### config.mk
export PLATFORM = sky130hd
export DESIGN_NAME = pwm_tone_ctrl
export DESIGN_NICKNAME = d
export VERILOG_FILES = /design/src/rtl/pwm_tone_ctrl.sv
export SDC_FILE = /design/constraint.sdc
export NUM_CORES = 1
export LEC_CHECK = 0
export CAP_MARGIN = 20
export CORE_MARGIN = 10
export CORE_UTILIZATION = 35
export CTS_CLUSTER_DIAMETER = 40
export CTS_CLUSTER_SIZE = 25
export DETAILED_ROUTE_END_ITERATION = 16
export PLACE_DENSITY = 0.68
export RECOVER_POWER = 100
export SLEW_MARGIN = 20
export SYNTH_ARGS = -nofsm -noshare
export SYNTH_HDL_FRONTEND = slang
export SYNTH_SLANG_ARGS = --single-unit
### constraint.sdc
create_clock -name clk -period 3.26 [get_ports clk]
set_input_delay 0.489 -clock clk [delete_from_list [all_inputs] [get_ports clk]]
set_output_delay 0.489 -clock clk [all_outputs]
set_load 0.01 [all_outputs]
### src/rtl/pwm_tone_ctrl.sv
// Memory-mapped PWM/tone peripheral: double-buffered duty and tone half-period registers,
// free-running PWM carrier gated by a tone square wave, registered output pin.
module pwm_tone_ctrl #(
   parameter int unsigned PWM_BITS  = 10,
   parameter int unsigned TONE_BITS = 24
) (
   input  logic                 clk,
   input  logic                 rst,
   input  logic                 pwm_we,
   input  logic                 pwm_tone_we,
   input  logic [31:0]          wdata,
   output logic                 pwm_out,
   output logic [PWM_BITS-1:0]  duty_q,
   output logic [TONE_BITS-1:0] tone_q
);

   localparam logic [PWM_BITS-1:0]  PwmMax  = '1;
   localparam logic [PWM_BITS-1:0]  PwmOne  = PWM_BITS'(1);
   localparam logic [TONE_BITS-1:0] ToneOne = TONE_BITS'(1);

   logic [PWM_BITS-1:0]  duty_d, duty_act_q, duty_act_d, pwm_cnt_q, pwm_cnt_d;
   logic [TONE_BITS-1:0] tone_d, tone_act_q, tone_act_d, tone_cnt_q, tone_cnt_d;
   logic                 tone_sq_q, tone_sq_d, pwm_out_d;
   logic                 pwm_raw, gate, tone_on, tone_wrap;

   // Only the low lanes of the store data are architecturally meaningful.
   logic wdata_unused;
   assign wdata_unused = ^wdata;

   assign tone_on   = (tone_act_q != '0);
   assign tone_wrap = (tone_cnt_q == tone_act_q - ToneOne);
   assign pwm_raw   = (pwm_cnt_q < duty_act_q);
   assign gate      = tone_on ? tone_sq_q : 1'b1;

   always_comb begin
      duty_d = duty_q;
      tone_d = tone_q;
      if (pwm_we && !pwm_tone_we) begin
         duty_d = wdata[PWM_BITS-1:0];
      end
      if (pwm_we && pwm_tone_we) begin
         tone_d = wdata[TONE_BITS-1:0];
      end
   end

   // Active registers sample the pre-write shadow, so a write at a boundary waits one period.
   always_comb begin
      pwm_cnt_d  = pwm_cnt_q + PwmOne;
      duty_act_d = (pwm_cnt_q == PwmMax) ? duty_q : duty_act_q;
      tone_cnt_d = tone_cnt_q;
      tone_sq_d  = tone_sq_q;
      tone_act_d = tone_act_q;
      if (!tone_on) begin
         tone_cnt_d = '0;
         tone_act_d = tone_q;
      end else if (tone_wrap) begin
         tone_cnt_d = '0;
         tone_sq_d  = ~tone_sq_q;
         tone_act_d = tone_q;
      end else begin
         tone_cnt_d = tone_cnt_q + ToneOne;
      end
      pwm_out_d = pwm_raw & gate;
   end

   always_ff @(posedge clk or posedge rst) begin
      if (rst) begin
         duty_q     <= '0;
         tone_q     <= '0;
         duty_act_q <= '0;
         tone_act_q <= '0;
         pwm_cnt_q  <= '0;
         tone_cnt_q <= '0;
         tone_sq_q  <= 1'b0;
         pwm_out    <= 1'b0;
      end else begin
         duty_q     <= duty_d;
         tone_q     <= tone_d;
         duty_act_q <= duty_act_d;
         tone_act_q <= tone_act_d;
         pwm_cnt_q  <= pwm_cnt_d;
         tone_cnt_q <= tone_cnt_d;
         tone_sq_q  <= tone_sq_d;
         pwm_out    <= pwm_out_d;
      end
   end

endmodule
==> run summary, run 1 <==
average size of a mapped cell - 11.7 sq um
IO Count - 71
critical path data required time - 3.50 ns
unrepaired setup endpoints after global routing - true
Critical Path End Type - register
DIE HEIGHT - 142 um
status - complete, but fails checks
Clock Sinks - 104
slew margin rel. - -0.244
setup TNS - 0 ns
Hold Path Class - reg2reg
asr flop ratio synth - 1.00
Syn Std Cell Area - 0.00519 sq mm
core area - 0.0145 sq mm
Site Rows - 44
dominant synthesized flop cell - dfrtp_1
Worst VDD drop - 0.371 mV
failing checks - capacitance limit, slew limit
post-layout min period - 3.15 ns
CTS tree - built
library cells used by synthesis - 49
first-pass GRT wire length - 19.2 mm
clock root buffer master - clkbuf_16
Post-synth EDFFs - 0
Crit Path Max Fanout - 6
flip-flop and latch count after synthesis - 104
dpl hpwl - 8.34 mm
Total GRT Usage - 0.117
CP cell instances - or4_4, or2_4, or2_1, o41ai_1, nand3_1, nor4_4, a31o_2, mux2_2
Cells after Synth - 444
nets - 570
DRC - 0
area of the multi-input gates - 0.00245 sq mm
fill count - 1370
die width - 142 um
# setup viols final - 0
pwr/cell area - 721 mW/mm^2
Area Growth Syn to Fin - 23.5%
IO Port Bufs - 62
Static Leak - 2.78 nW
CP peak stage delay - 0.54 ns
via count - 3590
Synth Warn # - 0
Clk pin slew, worst setup/hold paths - 0.07 ns
Post-DRT Antenna Nets - 0
initial antenna violation count - 0
Startpoint Class - register
Setup CP Type - reg2reg
via/cell ratio - 5.06
share of cells above drive strength 1 - 0.192
clock latency on the worst-skew pair - 0.36 ns
Max clock buf depth - 2
Initial Utilization - 0.357
syn_nets - 492
sequential-to-total area share from yosys stat - 0.502
crit path DAT - 3.39 ns
Fmax achieved - 317 MHz
H-Tree Depth - 3
total grt overflow - 0
Area contributors post-synth - dfrtp_1 50%, mux2_2 11%, xnor2_1 6.9%
pin count of the biggest net entering global routing - 64
Total Power - 0.00462 W
n_diodes - 0
Final Hold Viols - 0
Least-Margin Pin Slew - 1.86 ns
CP max stage cell - or4_4
Max Cap Viol - 1
Reg area - 0.00260 sq mm
Wirelength per Cell - 15.9 um
RD Place Congestion - 0.887
Yosys top cell area share - 0.502
Die ar. - 0.0201 sq mm
period utilisation layout - 0.967
DRT Pass-1 Iters - 4
Fin Clk Skew - 0.00993 ns
WL final - 11.3 mm
area leader, netlist - dfrtp_1
final slew viol count - 43
vias in the first global route - 3791
CTS buffer count - 9
drt first-iter violations - 192
==> cells in the mapped netlist (3+ instances only) <==
cell type / instances
a21oi_1: 7
a22o_1: 8
and3_1: 7
and4_1: 3
buf_2: 3
clkbuf_1: 7
dfrtp_1: 104
ha_1: 12
inv_1: 14
mux2_2: 52
mux2_4: 9
mux2i_1: 5
nand2_1: 18
nand3_1: 19
nand3b_1: 3
nand4_1: 7
nor2_1: 39
nor2b_1: 9
nor3_1: 11
nor4_1: 4
o21ai_0: 6
or3_1: 3
xnor2_1: 41
xor2_1: 23
==> layout make-up <==
type,instances,share of cell area
Tap cell,184,0.0359
Clock buffer,9,0.0351
Timing Repair Buffer,82,0.120
Clock inverter,6,0.0117
Multi-Input combinational cell,311,0.382
Sequential cell,104,0.406
Inverter,14,0.00840
==> metal layers <==
metal / GRT usage / vias to the layer above / part of all wire
li1: - / 1698 / -
met1: 0.143 / 1796 / 0.44
met2: 0.194 / 76 / 0.50
met3: 0.0294 / 20 / 0.041
met4: 0.0463 / 0 / 0.019
met5: 0 / - / 0
==> worst max-delay path: cells and delay by family, from the launching register on <==
family,cells,cell delay (ns)
multiplexers,1,0.36
AO/OA/AOI/OAI,2,0.69
AND/OR/NAND/NOR,5,1.61
flip-flops,1,0.38
==> path summary, 6_finish.rpt <==
path	startpoint	to	slack (ns)	depth (start not counted)
worst max-delay path	tone_act_q[12]$_DFFE_PP0P_	tone_act_q[19]$_DFFE_PP0P_	0.11	8
worst min-delay path	tone_sq_q$_DFFE_PP0P_	tone_sq_q$_DFFE_PP0P_	0.50	1
worst max register to register	tone_act_q[12]$_DFFE_PP0P_	tone_act_q[19]$_DFFE_PP0P_	0.11	8
worst min register to register	tone_sq_q$_DFFE_PP0P_	tone_sq_q$_DFFE_PP0P_	0.50	1
max in group asynchronous	rst	tone_act_q[16]$_DFFE_PP0P_	0.55	3
min in group asynchronous	rst	tone_q[15]$_DFFE_PP0P_	1.05	2
==> where the power goes <==
group / internal (W) / switching [W]
Combinational: 0.000889 / 0.000794
Clock: 0.000604 / 0.000503
Sequential: 0.00154 / 0.000296
==> timing repair <==
action,CTS,global route
hold buffers,0,0
gates resized for setup,0,0
setup buffers,0,1
setup endpoints to repair,0,29
==> metrics by stage <==
step / instance area [sq um] / setup slack, ns / utilization / instances / hold slack [ns]
final: 6410 / 0.107 / 0.441 / 710 / 0.496
after global routing: 6410 / -0.0433 / 0.441 / 710 / 0.519
after CTS: 6430 / 0.159 / 0.442 / 709 / 0.502
after global placement: 6130 / 0.228 / 0.421 / 694 / 0.463
after floorplan: 5190 / 0.0388 / - / 444 / 0.446
after detailed placement: 6130 / 0.186 / 0.421 / 694 / 0.464
==> kinds of logic (layout without fill, tap and decap cells) <==
| group | Yosys count | in the layout | synth area share |
|---|---|---|---|
| XOR/XNOR | 64 | 64 | 0.108 |
| multiplexers | 66 | 66 | 0.149 |
| AO/OA/AOI/OAI | 34 | 34 | 0.0487 |
| adder cells (fa/ha/maj) | 12 | 12 | 0.0289 |
| buffers and inverters | 29 | 111 | 0.0260 |
| AND/OR/NAND/NOR | 135 | 135 | 0.138 |
| flip-flops | 104 | 104 | 0.502 |
==> sequential cells by signal, indices dropped and copies added, names as in the netlist <==
name,count
tone_cnt_q,24
pwm_out,1
pwm_cnt_q,10
tone_sq_q,1
tone_q,24
duty_q,10
duty_act_q,10
tone_act_q,24
==> cell usage in the layout (no fill, tap or decap), types with 4 or more instances in the layout <==
cell	n
xor2_1	23
dfrtp_1	104
mux2_2	52
xnor2_1	41
inv_1	13
mux2_4	9
o21ai_0	6
nor2_1	39
clkdlybuf4s50_1	26
buf_4	15
nor3_1	11
nand4_1	7
nand2_1	18
ha_1	12
and3_1	7
nor2b_1	9
a21oi_1	7
a22o_1	8
dlygate4sd3_1	36
mux2i_1	5
clkbuf_16	9
nor4_1	4
nand3_1	19
(Power assumes the default switching activity.)
==> run 2: changes to the inputs <==
CORE_MARGIN = 2   (was 10)
DONT_BUFFER_PORTS = 1   (was default)
PLACE_DENSITY = 0.62   (was 0.68)
==> run summary, run 2 (synthesized netlist as in run 1, its figures left out) <==
H-Tree Depth - 3 (unchanged)
Reg area - 0.00260 sq mm (unchanged)
post-layout min period - 3.11 ns (-0.0416 ns)
WHS Endpoint - tone_q[5]$_DFFE_PP0P_
dpl hpwl - 7.67 mm (-8.0%)
crit path DAT - 3.35 ns (-0.04 ns)
Crit Reg-Reg Startpoint - tone_act_q[13]$_DFFE_PP0P_
Total GRT Usage - 0.137 (+0.0203)
RD Place Congestion - 0.827 (-6.7%)
largest registers - tone_act_q: 24 flops, tone_cnt_q: 24 flops, tone_q: 24 flops
Static Leak - 2.56 nW (-7.6%)
# setup viols final - 0 (unchanged)
Fmax achieved - 321 MHz (+1.3%)
WL final - 10.4 mm (-7.6%)
clock share of power - 0.259 (+0.020)
core area - 0.0145 sq mm (unchanged)
die width - 126 um (-11%)
Fin Clk Skew - 0.0109 ns (+0.000944 ns)
commonest non-fill, non-tap cell in the layout - dfrtp_1
Layout Utilization - 0.405 (-0.0362)
slew margin rel. - -0.496 (-0.252)
area of the multi-input gates - 0.00246 sq mm (+0.36%)
Critical Path End Type - register
vias in the first global route - 3443 (-9.2%)
initial antenna violation count - 0 (unchanged)
period utilisation layout - 0.954 (-0.0128)
Max clock buf depth - 2 (unchanged)
status - complete, but fails checks
clock root buffer master - clkbuf_16
Wirelength per Cell - 16.0 um (+0.78%)
Clk pin slew, worst setup/hold paths - 0.08 ns (about the same)
flop-to-flop setup slack - 0.15 ns (+0.04 ns)
Worst VDD drop - 0.344 mV (-7.3%)
DIE HEIGHT - 126 um (-11%)
drt first-iter violations - 133 (-31%)
Max Cap Viol - 1 (unchanged)
Crit Path Max Fanout - 11 (+5)
setup TNS - 0 ns (unchanged)
IO Port Bufs - 0 (-100%)
via count - 3325 (-7.4%)
Die ar. - 0.0158 sq mm (-21%)
pin count of the biggest net entering global routing - 57 (-11%)
IO Count - 71 (unchanged)
CTS buffer count - 9 (unchanged)
DRC - 0 (unchanged)
first-pass GRT wire length - 17.4 mm (-9.4%)
CTS tree - built
most frequent cells in the layout - 104 x dfrtp_1, 52 x mux2_2, 41 x xnor2_1
DRT Pass-1 Iters - 4 (unchanged)
Clock Sinks - 104 (unchanged)
pwr/cell area - 786 mW/mm^2 (+9.0%)
Hold Crit Start - wdata[5]
Initial Utilization - 0.357 (unchanged)
Least-Margin Pin Slew - 2.23 ns (+0.376 ns)
Setup crit start - tone_act_q[13]$_DFFE_PP0P_
hold_buf cts - 0 (unchanged)
critical path data required time - 3.50 ns (about the same)
Cells on Worst Hold Path - 1 (unchanged)
Total Power - 0.00462 W (about the same)
net switching power - 0.00158 W (-0.83%)
Sequential Power Share - 0.401 (+0.004)
Setup CP Type - reg2reg
fill count - 1392 (+1.6%)
Int Power - 0.00304 W (+0.47%)
Startpoint Class - register
Site Rows - 44 (unchanged)
share of cells above drive strength 1 - 0.225 (+0.0333)
Post-DRT Antenna Nets - 0 (unchanged)
Hold Path Class - in2reg
Final Hold Viols - 0 (unchanged)
final slew viol count - 49 (+14%)
worst-case reg-to-reg path depth - 10 (+2)
Gate power share - 0.340 (-0.024)
RR Endpoint - tone_act_q[3]$_DFFE_PP0P_
failing checks - capacitance limit, slew limit
total grt overflow - 0 (unchanged)
Sw Ratio - 0.342 (-0.00293)
clock latency on the worst-skew pair - 0.35 ns (about the same)
nets - 509 (-11%)
Area Growth Syn to Fin - 13.4%
via/cell ratio - 5.11 (+1.0%)
run 2: area by class of cell:
type | instances | area share
timing repair buffer | 21 | 0.0332
multi-input combinational | 311 | 0.418
sequential | 104 | 0.442
clock buffer | 9 | 0.0383
antenna | 1 | 0.000425
inverter | 14 | 0.00915
tap | 184 | 0.0391
clock inverter | 7 | 0.0194
run 2: worst max-delay path by stage:
stage	end	slack (ns)
after floorplan	duty_act_q[0]$_DFFE_PP0N_	0.04
after global placement	tone_act_q[4]$_DFFE_PP0P_	0.13
after detailed placement	tone_act_q[3]$_DFFE_PP0P_	0.14
after CTS	tone_act_q[6]$_DFFE_PP0P_	0.09
after global routing	tone_act_q[6]$_DFFE_PP0P_	-0.003
final	tone_act_q[3]$_DFFE_PP0P_	0.15
run 2: power groups by stage:
stage | sequential [W] | clock [W] | combinational (W)
4_1_cts | 0.00186 | 0.00123 | 0.00156
5_1_grt | 0.00190 | 0.00127 | 0.00174
3_5_place_dp | 0.00188 | 0 | 0.00155
3_3_place_gp | 0.00188 | 0 | 0.00151
6_report | 0.00185 | 0.00120 | 0.00157
2_1_floorplan | 0.00180 | 0 | 0.00119
run 2: repair_timing:
item,4_1_cts,5_1_grt
endpoints found under the setup margin,0,47
gates resized for setup,0,2
setup buffers,0,3
run 2: metrics by stage:
| step | cell area [sq um] | setup WS, ns | std cells | hold slack, ns |
|---|---|---|---|---|
| detailed placement | 5490 | 0.138 | 631 | 0.474 |
| CTS | 5820 | 0.0857 | 647 | 0.115 |
| finish | 5880 | 0.149 | 651 | 0.279 |
| global route | 5880 | -0.00252 | 650 | 0.263 |
| floorplan | 5190 | 0.0388 | 444 | 0.446 |
| global placement | 5490 | 0.132 | 631 | 0.462 |
run 2: critical path, cell delays in order (launching register included):
cell and delay (ns):
dfrtp_1 0.39, or4_4 0.54, or2_4 0.27, or2_1 0.25
o41ai_1 0.36, nand3_1 0.19, nor4_4 0.22, buf_4 0.18
a31oi_4 0.11, buf_12 0.18, mux2_4 0.30
run 2: routing by layer:
layer,GRT usage,share of wire,routed length [um]
met5,0,0,0
met4,0.0446,0.013,132
met3,0.0382,0.034,360
met2,0.227,0.50,5230
met1,0.176,0.45,4730
